$ cat src/rtl/ym_lib_pkg.sv
// Shared helpers and encodings for the ym counter cells.
// Imported by the single-slot step logic and the ring bank.
package ym_lib_pkg;

  // Direction encoding of the dec input.
  localparam logic YM_CNT_INC = 1'b0;
  localparam logic YM_CNT_DEC = 1'b1;

  // clog2 with a floor of 1, so a one-entry index still has a real bit.
  function automatic int ym_clog2_min1(input int n);
    int w;
    w = $clog2(n);
    return (w < 1) ? 1 : w;
  endfunction

endpackage

$ cat src/rtl/ym_cnt_step.sv
// Combinational update of one counter slot: base select, +/-1, carry/borrow,
// clear and optional saturation. Shared by ring banks and single-slot counters.
module ym_cnt_step
  import ym_lib_pkg::*;
#(
  parameter int DATA_WIDTH = 8,
  parameter bit SATURATE   = 1'b0
) (
  input  logic [DATA_WIDTH-1:0] cur,
  input  logic                  c_in,
  input  logic                  dec,
  input  logic                  load,
  input  logic [DATA_WIDTH-1:0] load_val,
  input  logic                  clr,
  output logic                  c_out,
  output logic [DATA_WIDTH-1:0] next
);

  logic [DATA_WIDTH-1:0] base;
  logic [DATA_WIDTH:0]   raw;

  // NOTE: combinational logic uses blocking '=' and gives every output a
  // default first, so no path leaves a value held and no latch is inferred.
  always_comb begin
    base = load ? load_val : cur;
    raw  = {1'b0, base};
    case (dec)
      YM_CNT_INC: raw = {1'b0, base} + {{DATA_WIDTH{1'b0}}, c_in};
      YM_CNT_DEC: raw = {1'b0, base} - {{DATA_WIDTH{1'b0}}, c_in};
      default:    raw = {1'b0, base};
    endcase

    // The extra top bit is set exactly when all-ones+1 or 0-1 occurred.
    c_out = raw[DATA_WIDTH];

    if (clr)
      next = '0;
    else if (SATURATE && c_out)
      next = base;
    else
      next = raw[DATA_WIDTH-1:0];
  end

endmodule

$ cat src/rtl/ym_cnt_ring.sv
// Time-multiplexed bank of CHANNELS counters held in one rotating shift ring.
// ring[0] is the head; its updated value re-enters at the tail on each advance.
module ym_cnt_ring
  import ym_lib_pkg::*;
#(
  parameter int DATA_WIDTH = 8,
  parameter int CHANNELS   = 6,
  parameter bit SATURATE   = 1'b0,
  localparam int SLOT_W    = ym_clog2_min1(CHANNELS)
) (
  input  logic                  MCLK,
  input  logic                  reset,
  input  logic                  en,
  input  logic                  sync,
  input  logic                  c_in,
  input  logic                  dec,
  input  logic                  load,
  input  logic [DATA_WIDTH-1:0] load_val,
  input  logic                  clr,
  output logic [DATA_WIDTH-1:0] val,
  output logic [SLOT_W-1:0]     slot,
  output logic                  last,
  output logic                  c_out
);

  logic [DATA_WIDTH-1:0] ring [CHANNELS];
  logic [DATA_WIDTH-1:0] next;

  ym_cnt_step #(
    .DATA_WIDTH (DATA_WIDTH),
    .SATURATE   (SATURATE)
  ) u_step (
    .cur      (ring[0]),
    .c_in     (c_in),
    .dec      (dec),
    .load     (load),
    .load_val (load_val),
    .clr      (clr),
    .c_out    (c_out),
    .next     (next)
  );

  assign val  = ring[0];
  assign last = (slot == SLOT_W'(CHANNELS - 1));

  // NOTE: the ring is a handful of flops, not a RAM, so every entry is reset;
  // this keeps X out of val/c_out from the first cycle after reset.
  always_ff @(posedge MCLK or posedge reset) begin
    if (reset) begin
      for (int i = 0; i < CHANNELS; i++)
        ring[i] <= '0;
    end else if (en) begin
      for (int i = 0; i < CHANNELS - 1; i++)
        ring[i] <= ring[i + 1];
      ring[CHANNELS - 1] <= next;
    end
  end

  // Slot label only; sync relabels the incoming head without touching data.
  always_ff @(posedge MCLK or posedge reset) begin
    if (reset)
      slot <= '0;
    else if (en)
      slot <= (sync || last) ? '0 : slot + SLOT_W'(1);
  end

endmodule

$ cat config.mk
export PLATFORM = sky130hd
export DESIGN_NAME = ym_cnt_ring
export DESIGN_NICKNAME = d
export VERILOG_FILES = /design/src/rtl/ym_lib_pkg.sv /design/src/rtl/ym_cnt_step.sv /design/src/rtl/ym_cnt_ring.sv
export SDC_FILE = /design/constraint.sdc
export NUM_CORES = 1
export LEC_CHECK = 0
export ABC_CLOCK_PERIOD_IN_PS = 7600
export CAP_MARGIN = 10
export CORE_ASPECT_RATIO = 1.4
export CORE_MARGIN = 2
export CORE_UTILIZATION = 60
export DETAILED_ROUTE_END_ITERATION = 6
export GPL_ROUTABILITY_DRIVEN = 1
export GPL_TIMING_DRIVEN = 0
export PLACE_DENSITY = 0.85
export REMOVE_ABC_BUFFERS = 1
export SETUP_SLACK_MARGIN = 0.1
export SYNTH_ARGS = -nofsm -noshare
export SYNTH_HDL_FRONTEND = slang
export SYNTH_HIERARCHICAL = 1
export SYNTH_SLANG_ARGS = --single-unit
$ cat constraint.sdc
create_clock -name MCLK -period 7.6 [get_ports MCLK]
set_input_delay 1.52 -clock MCLK [delete_from_list [all_inputs] [get_ports MCLK]]
set_output_delay 1.52 -clock MCLK [all_outputs]
set_load 0.005 [all_outputs]
==> results of run 1 <==
## path summary, 6_finish.rpt
kind                       startpoint  depth (start not counted)        to
setup / recovery                 c_in                         10     c_out
hold / removal               ring[13]                          1  ring[21]
setup reg to reg               val[0]                         10   ring[6]
hold reg to reg              ring[13]                          1  ring[21]
max in group asynchronous       reset                          3  ring[32]
min in group asynchronous       reset                          2  ring[29]
## where the power goes
group	internal, mW	switching, mW
Sequential	0.380	0.0708
Clock	0.107	0.0868
Combinational	0.260	0.126
## per-stage QoR
step / power (mW) / hold slack [ns] / instance area (µm²) / setup WS [ns] / utilization, %
after floorplan: 0.7153 / 0.4761 / 2634 / 1.986 / -
after global routing: 1.089 / 0.5355 / 3134 / 0.3256 / 69.10
final: 1.030 / 0.5124 / 3134 / 0.5060 / 69.10
after CTS: 1.037 / 0.5153 / 3134 / 0.5698 / 69.10
after detailed placement: 0.8394 / 0.4954 / 3017 / 0.6119 / 66.51
after global placement: 0.8242 / 0.4869 / 2992 / 0.6221 / 65.96
## area by class of cell
class                   count  area share [%]
clock buffers               6           2.635
well taps                  62           2.475
inverters                   5          0.5988
flip-flops and latches     51           40.72
clock inverters             2           1.118
repair buffers             29           9.741
multi-input cells         118           42.71
## cell usage in the layout, fill, tap and decap left out, types with 2 or more instances in the layout
cell,instances
nor3_1,3
a21o_1,2
a21oi_1,4
a211oi_1,2
clkbuf_8,6
ha_1,10
nand3b_1,2
xnor2_1,5
mux2_4,49
clkdlybuf4s50_1,27
nor2b_1,4
nor2_1,8
mux2_2,7
dfrtp_1,51
inv_1,4
o21a_1,2
## sequential cells by signal, summed over array words and instances (netlist names)
| name | cells |
|---|---|
| slot | 3 |
| val | 8 |
| ring | 40 |
## per-layer routing
metal	up-vias	wire length, µm
met5	-	0
met4	0	66
met3	6	132
met2	30	2345
met1	793	2012
li1	705	-
## logic make-up after synthesis
| logic type | Yosys count | share of synthesized area, % |
|---|---|---|
| muxes | 58 | 29.98 |
| AOI/OAI and AO/OA | 17 | 4.473 |
| adders and majority gates | 11 | 5.137 |
| DFF | 51 | 45.17 |
| buffers and inverters | 22 | 7.440 |
| xor gates and xnor gates | 5 | 1.550 |
| and+or+nand+nor | 27 | 6.244 |
==> reports/metrics.cfg, run 1 <==
[yosys]
synthFlopType = dfrtp_1
synthDistinctLibCells = 39
synthTopCellsByCount = dfrtp_1, mux2_4, ha_1
yosys_warnings = 6
synth-async-reset-ratio_pct = 100.0
synth.top_cells.by_area = dfrtp_1, mux2_4, ha_1
yosysTopAreaCell = dfrtp_1
synth_edf_count = 0
synth.most_common_cell = dfrtp_1
avgSynthCellArea_um2 = 14.79
synth_top_area_share_pct = 45.17
yosysSeqAreaShare_pct = 45.17
syn_area_um2 = 2825
syn_inst = 191
ys_ff_latch = 51

[finish]
syn_to_final_growth_pct = 10.94
fillerInstances = 312
antenna_cells = 0
multi_input_area_um2 = 1339
drive_gt1_share_pct = 34.12
final_cells = 273
final-seq-area_um2 = 1276
fin_nets = 237

[pwr]
p_leak_nw = 1.506
power.density_nw_per_um2 = 328.7
peakVddDrop_v = 0.0001972

[clocking]
cts_buffers = 5
postCtsHoldBufs = 0
clk-insertion-delay-late_ns = 0.30
cts_tree = done
htree_levels = 2
cts_resized = 0
cts_num_sinks = 51
cts_post_setup_buffers_inserted = 0
clk_pin_slew_ns = 0.09
root_buffer = clkbuf_8
clockBufferDepth = 2

[floorplanning]
io_pins = 29
fp.dieW_um = 62.00
dieHeight_um = 85.19
core_um2 = 4536
rows = 29
dieArea_um2 = 5281
start_util_pct = 62.29

[routing]
dr.pass1.iters = 4
drc = 0
wl_um = 4556
dr.first_iter.drc_count = 46
ant_nets = 0
vias = 1534
post_drt_wl_per_cell_um = 16.69
vias_per_cell = 5.619

[worst_setup_path]
cp_data_required_time_ns = 6.08
slowest_delay_ns = 0.70
path_buf_inv = 3
worst_setup_path_start_kind = input pin
cp_max_fo = 12
r2r_slack_ns = 4.83
worstSetupPathType = input pin to primary output
arrival_ns = 5.57
cpMostUsedCell = clkdlybuf4s50_1
path_delay_family = buffers and inverters
cp-end-kind = primary output
crit_chain = clkdlybuf4s50_1 -> nor2b_1 -> inv_1 -> fa_1 -> a21oi_1 -> nor4_1 -> or4_1 -> a211oi_1 -> a221o_1 -> clkdlybuf4s50_1
cp_slowest_cell = nor2b_1

[grt]
top_usage_layer = met2
grt_pass1_vias = 1599
grt_util_met1_pct = 24.39
gr-usage-met2_pct = 31.82
grt_overflow_total = 0
antenna_found_initial = 0
grt_pass1_wl_um = 7527
grt_use_met3_pct = 3.811
grt_start_max_net_pins = 54
track_usage_pct = 19.26

[sta]
slew_violations = 0
hold_violations = 0
fin_skew_ns = 0.006671
rsz0062_at_grt = no
fin_crit_sh_pct = 93.34
maxSlewHeadroom_pct = 40.70
max_clock_freq_ghz = 0.1410
worstMarginPinSlew_ns = 0.8895
setup_viol = 0
finalSetupTns_ns = 0
min_period_ns = 7.094

[placement]
place_inst = 265
port_buffers = 28
dp_hpwl_um = 3162
place_congestion = 0.8562

[job]
drv_cap = 0

[run_status]
status = finished, final reports clean

[hold_path]
min_path_type = register to register

Note: power is estimated with default switching activity, not from simulation.
==> run 2, diff against run 1 <==
Settings changed: ABC_CLOCK_PERIOD_IN_PS 7600 to 7300, CORE_UTILIZATION 60 to 57, CTS_CLUSTER_SIZE set to 16, PLACE_DENSITY 0.85 to 0.81.
Clock period 7.6 ns to 7.3 ns, I/O delays scaled along.
==> reports/metrics.cfg, run 2 (synthesis results as in run 1) <==
[run_status]
status = finished, final reports clean

[routing]
vias_per_cell = 5.465  ; -2.7%
drc = 0  ; unchanged
dr.first_iter.drc_count = 50  ; +8.7%
ant_nets = 0  ; unchanged
post_drt_wl_per_cell_um = 16.42  ; -1.6%
dr.pass1.iters = 4  ; unchanged
wl_um = 4484  ; -1.6%
vias = 1492  ; -2.7%

[pwr]
p_leak_nw = 1.483  ; -1.5%
peakVddDrop_v = 0.0001532  ; -22%
power.density_nw_per_um2 = 327.6  ; -0.35%

[clocking]
cts_buffers = 5  ; unchanged
cts_post_setup_buffers_inserted = 0  ; unchanged
clk_pin_slew_ns = 0.08  ; about the same
cts_num_sinks = 51  ; unchanged
clockBufferDepth = 2  ; unchanged
postCtsHoldBufs = 0  ; unchanged
cts_tree = done
htree_levels = 2  ; unchanged
clk-insertion-delay-late_ns = 0.30  ; about the same
root_buffer = clkbuf_8

[floorplanning]
core_um2 = 4805  ; +5.9%
io_pins = 29  ; unchanged
dieHeight_um = 87.30  ; +2.5%
start_util_pct = 58.80  ; -3.5 points
dieArea_um2 = 5544  ; +5.0%
fp.dieW_um = 63.50  ; +2.4%
rows = 30  ; +3.4%

[finish]
final-seq-area_um2 = 1276  ; unchanged
fin_nets = 237  ; unchanged
final_common_cell = dfrtp_1
largest_reg_flops = 40  ; unchanged
layout_common_cells = dfrtp_1, mux2_4, clkdlybuf4s50_1, ha_1, nor2_1
antenna_cells = 0  ; unchanged
multi_input_area_um2 = 1341  ; +0.19%
drive_gt1_share_pct = 33.49  ; -0.63 points
fillerInstances = 406  ; +30%
largest_register = ring
fin_util_pct = 64.40  ; -4.7 points
syn_to_final_growth_pct = 9.522

[sta]
max_clock_freq_ghz = 0.1506
slew_violations = 0  ; unchanged
maxSlewHeadroom_pct = 40.65  ; -0.053 points
rsz0062_at_grt = no
hold_violations = 0  ; unchanged
min_period_ns = 6.639
worstMarginPinSlew_ns = 0.8903  ; +0.0007964 ns
fin_skew_ns = 0.004118  ; -0.002554 ns
fin_crit_sh_pct = 90.94
setup_viol = 0  ; unchanged
finalSetupTns_ns = 0  ; unchanged

[hold_path]
min_delay_path_depth = 1  ; unchanged
hold_path_end = val[3]
hold_start = ring[35]
min_path_type = register to register

[worst_setup_path]
slowest_delay_ns = 0.86  ; +0.16 ns
worstSetupPathType = input pin to primary output
cp_max_fo = 8  ; -4
cp_slowest_cell = clkdlybuf4s50_1
path_delay_family = buffers and inverters
cp_data_required_time_ns = 5.84  ; -0.24 ns
r2r_slack_ns = 4.58  ; -0.25 ns
r2r_cells = 10  ; unchanged
path_buf_inv = 3  ; unchanged
cp-end-kind = primary output
cpMostUsedCell = clkdlybuf4s50_1
crit_chain = clkdlybuf4s50_1 -> mux2i_1 -> ha_1 -> inv_1 -> fa_1 -> a21oi_1 -> nor4_1 -> or3_4 -> a32o_1 -> a221o_1 -> clkdlybuf4s50_1
crit-reg2reg-capture = ring[6]
arrival_ns = 5.18  ; -0.39 ns
worst_setup_path_start_kind = input pin
cp-startpoint = load
r2r_start = val[0]

[placement]
dp_hpwl_um = 3158  ; -0.15%
place_congestion = 0.9343  ; +9.1%
port_buffers = 28  ; unchanged

[grt]
track_usage_pct = 18.74  ; -0.52 points
grt_pass1_vias = 1648  ; +3.1%
grt_start_max_net_pins = 54  ; unchanged
antenna_found_initial = 0  ; unchanged
grt_overflow_total = 0  ; unchanged
grt_pass1_wl_um = 7969  ; +5.9%

[job]
drv_cap = 0  ; unchanged

run 2: how the worst max path moves through the flow:
stage | to | slack (ns) | cells past startpoint
floorplan | c_out | 1.81 | 8
global placement | c_out | 0.42 | 10
detailed placement | c_out | 0.37 | 10
CTS | c_out | 0.38 | 10
global route | c_out | 0.47 | 11
finish | c_out | 0.66 | 11
run 2: layer usage:
metal,GRT usage [%],up-vias,part of all wire [%]
li1,-,705,-
met1,22.90,751,44
met2,31.67,26,50
met3,4.269,10,3.0
met4,8.300,0,2.5
met5,0,-,0
run 2: where the power goes:
group          switching, mW  leakage (nW)  internal (mW)
clock                 0.0817        0.0371         0.0640
combinational          0.128         0.788          0.271
sequential            0.0733         0.658          0.396
total                  0.283          1.48          0.730
run 2: cell type report:
cell class | instances | area share (%)
clock buffers | 6 | 2.345
inverters | 5 | 0.6066
multi-input cells | 118 | 43.35
flip-flops and latches | 51 | 41.25
well taps | 64 | 2.588
repair buffers | 29 | 9.867
run 2: timing repair:
action,CTS,global route
endpoints found under the hold margin,0,0
gates resized for setup,0,1
endpoints found under the setup margin,0,1
run 2: per-stage QoR:
step	cells	cell area [µm²]	power, mW	hold slack (ns)	setup WS (ns)
after floorplan	174	2634	0.7447	0.4761	1.806
after global placement	266	2994	0.8599	0.4863	0.4161
after detailed placement	267	3019	0.8738	0.4906	0.3717
after CTS	273	3092	1.025	0.5118	0.3793
after global routing	273	3094	1.087	0.5212	0.4657
final	273	3094	1.014	0.5106	0.6613
==> run 3, diff against run 2 <==
Settings changed: GPL_ROUTABILITY_DRIVEN 1 to 0.
==> reports/metrics.cfg, run 3 (synthesis results as in run 1) <==
[clocking]
htree_levels = 2  ; unchanged
cts_tree = done
clk-insertion-delay-late_ns = 0.29  ; about the same
cts_num_sinks = 51  ; unchanged
clockBufferDepth = 2  ; unchanged
postCtsHoldBufs = 0  ; unchanged
clk_pin_slew_ns = 0.08  ; about the same
root_buffer = clkbuf_8
cts_buffers = 5  ; unchanged

[routing]
m1WireLength_um = 2130  ; +7.6%
wl_met2_um = 2297  ; +2.0%
vias_per_cell = 5.509  ; +0.80%
wl_um = 4610  ; +2.8%
drc = 0  ; unchanged
ant_nets = 0  ; unchanged
dr.max_layer_used = met4
post_drt_wl_per_cell_um = 16.76  ; +2.1%
dr.pass1.iters = 4  ; unchanged
vias = 1515  ; +1.5%
dr.first_iter.drc_count = 64  ; +28%
routed-wl-met3_um = 115  ; -15%

[finish]
layout_common_cells = dfrtp_1, mux2_4, clkdlybuf4s50_1, ha_1, nor2_1
largest_register = ring
largest_reg_flops = 40  ; unchanged
drive_gt1_share_pct = 34.12  ; +0.63 points
fin_nets = 237  ; unchanged
antenna_cells = 0  ; unchanged
final_common_cell = dfrtp_1
syn_to_final_growth_pct = 10.23

[placement]
port_buffers = 28  ; unchanged
dp_hpwl_um = 3206  ; +1.5%

[hold_path]
min_path_type = register to register

[sta]
min_period_ns = 6.763  ; +0.1244 ns
worstMarginPinSlew_ns = 0.8826  ; -0.007728 ns
slew_violations = 0  ; unchanged
setup_viol = 0  ; unchanged
finalSetupTns_ns = 0  ; unchanged
max_clock_freq_ghz = 0.1479  ; -1.8%
maxSlewHeadroom_pct = 41.16  ; +0.52 points
fin_crit_sh_pct = 92.65  ; +1.7 points
fin_skew_ns = 0.006824  ; +0.002706 ns
rsz0062_at_grt = no
hold_violations = 0  ; unchanged

[floorplanning]
dieHeight_um = 87.30  ; unchanged
dieArea_um2 = 5544  ; unchanged
core_um2 = 4805  ; unchanged
io_pins = 29  ; unchanged
fp.dieW_um = 63.50  ; unchanged
rows = 30  ; unchanged
start_util_pct = 58.80  ; unchanged

[worst_setup_path]
cp_max_fo = 12  ; +4
cp_data_required_time_ns = 5.84  ; about the same
worstSetupPathType = input pin to primary output
cp-end-kind = primary output
worst_setup_path_start_kind = input pin
arrival_ns = 5.30  ; +0.12 ns

[grt]
grt_overflow_total = 0  ; unchanged
grt_start_max_net_pins = 54  ; unchanged
antenna_found_initial = 0  ; unchanged
grt_pass1_vias = 1587  ; -3.7%
track_usage_pct = 18.33  ; -0.41 points
grt_pass1_wl_um = 7872  ; -1.2%

[pwr]
switching_share_pct = 27.73  ; -0.23 points
power.density_nw_per_um2 = 334.3  ; +2.1%
peakVddDrop_v = 0.0001752  ; +14%
p_int_mw = 0.7524  ; +3.0%
power_switching_mw = 0.2888  ; +1.9%
combPwrFrac_pct = 38.7  ; -0.7 points
total_power_mw = 1.041  ; +2.7%
p_leak_nw = 1.494  ; +0.75%
pwr-share-seq_pct = 44.9  ; -1.4 points
clkPwrFrac_pct = 16.4  ; +2.0 points

[job]
drv_cap = 0  ; unchanged

[run_status]
status = finished, final reports clean

==> run 3: cell count changes in the layout (fill, tap and decap cells not counted), sizes merged <==
cell    before  now
clkbuf       6    8
==> run 3: timing repair <==
item / 4_1_cts / 5_1_grt
hold endpoints to repair: 0 / 0
resized for setup: 0 / 1
buffers inserted: 0 / 0
endpoints found under the setup margin: 0 / 1
==> run 3: worst max-delay path, stage by stage <==
cell and delay [ns]:
clkdlybuf4s50_1 0.58, nor2b_2 0.50, inv_1 0.30, fa_1 0.52, a21oi_1 0.39, nor4_1 0.14, or4_1 0.50, a211oi_1 0.26
a221o_1 0.15, clkdlybuf4s50_1 0.50
==> run 3: per-stage QoR <==
stage               instances  area (µm²)  worst slack [ns]  hold WS, ns  util [%]
detailed placement        267        3012            0.3287       0.4908     62.68
global route              275        3114            0.3526       0.5264     64.82
global placement          266        2994            0.4120       0.4868     62.32
CTS                       275        3112            0.2880       0.5127     64.77
floorplan                 174        2634             1.806       0.4761         -
finish                    275        3114            0.5369       0.5107     64.82
==> run 3: final cells by class <==
class                   instances  area (µm²)
fillers                       400        1690
multi-input cells             118        1341
flip-flops and latches         51        1276
repair buffers                 29       297.8
clock buffers                   8       100.1
well taps                      64       80.08
inverters                       5       18.77
==> run 3: final timing paths <==
path	startpoint	end	slack (ns)	cells past startpoint
max	c_in	c_out	0.54	10
min	ring[35]	val[3]	0.51	1
max reg2reg	val[0]	ring[6]	4.52	10
min reg2reg	ring[35]	val[3]	0.51	1
max in group asynchronous	reset	val[6]	5.26	3
min in group asynchronous	reset	slot[1]	1.51	2
==> run 3: power groups by stage <==
stage	sequential (mW)	clock, mW	combinational, mW
final	0.468	0.171	0.403
after global routing	0.484	0.187	0.436
after CTS	0.470	0.175	0.405
after detailed placement	0.473	0	0.401
after global placement	0.467	0	0.393
after floorplan	0.454	0	0.291
==> run 3: per-layer routing <==
metal  up-vias  GRT usage [%]
met4         0          5.336
met3         6          3.622
met2        29          31.39
li1        712              -
met1       768          23.63
met5         -              0
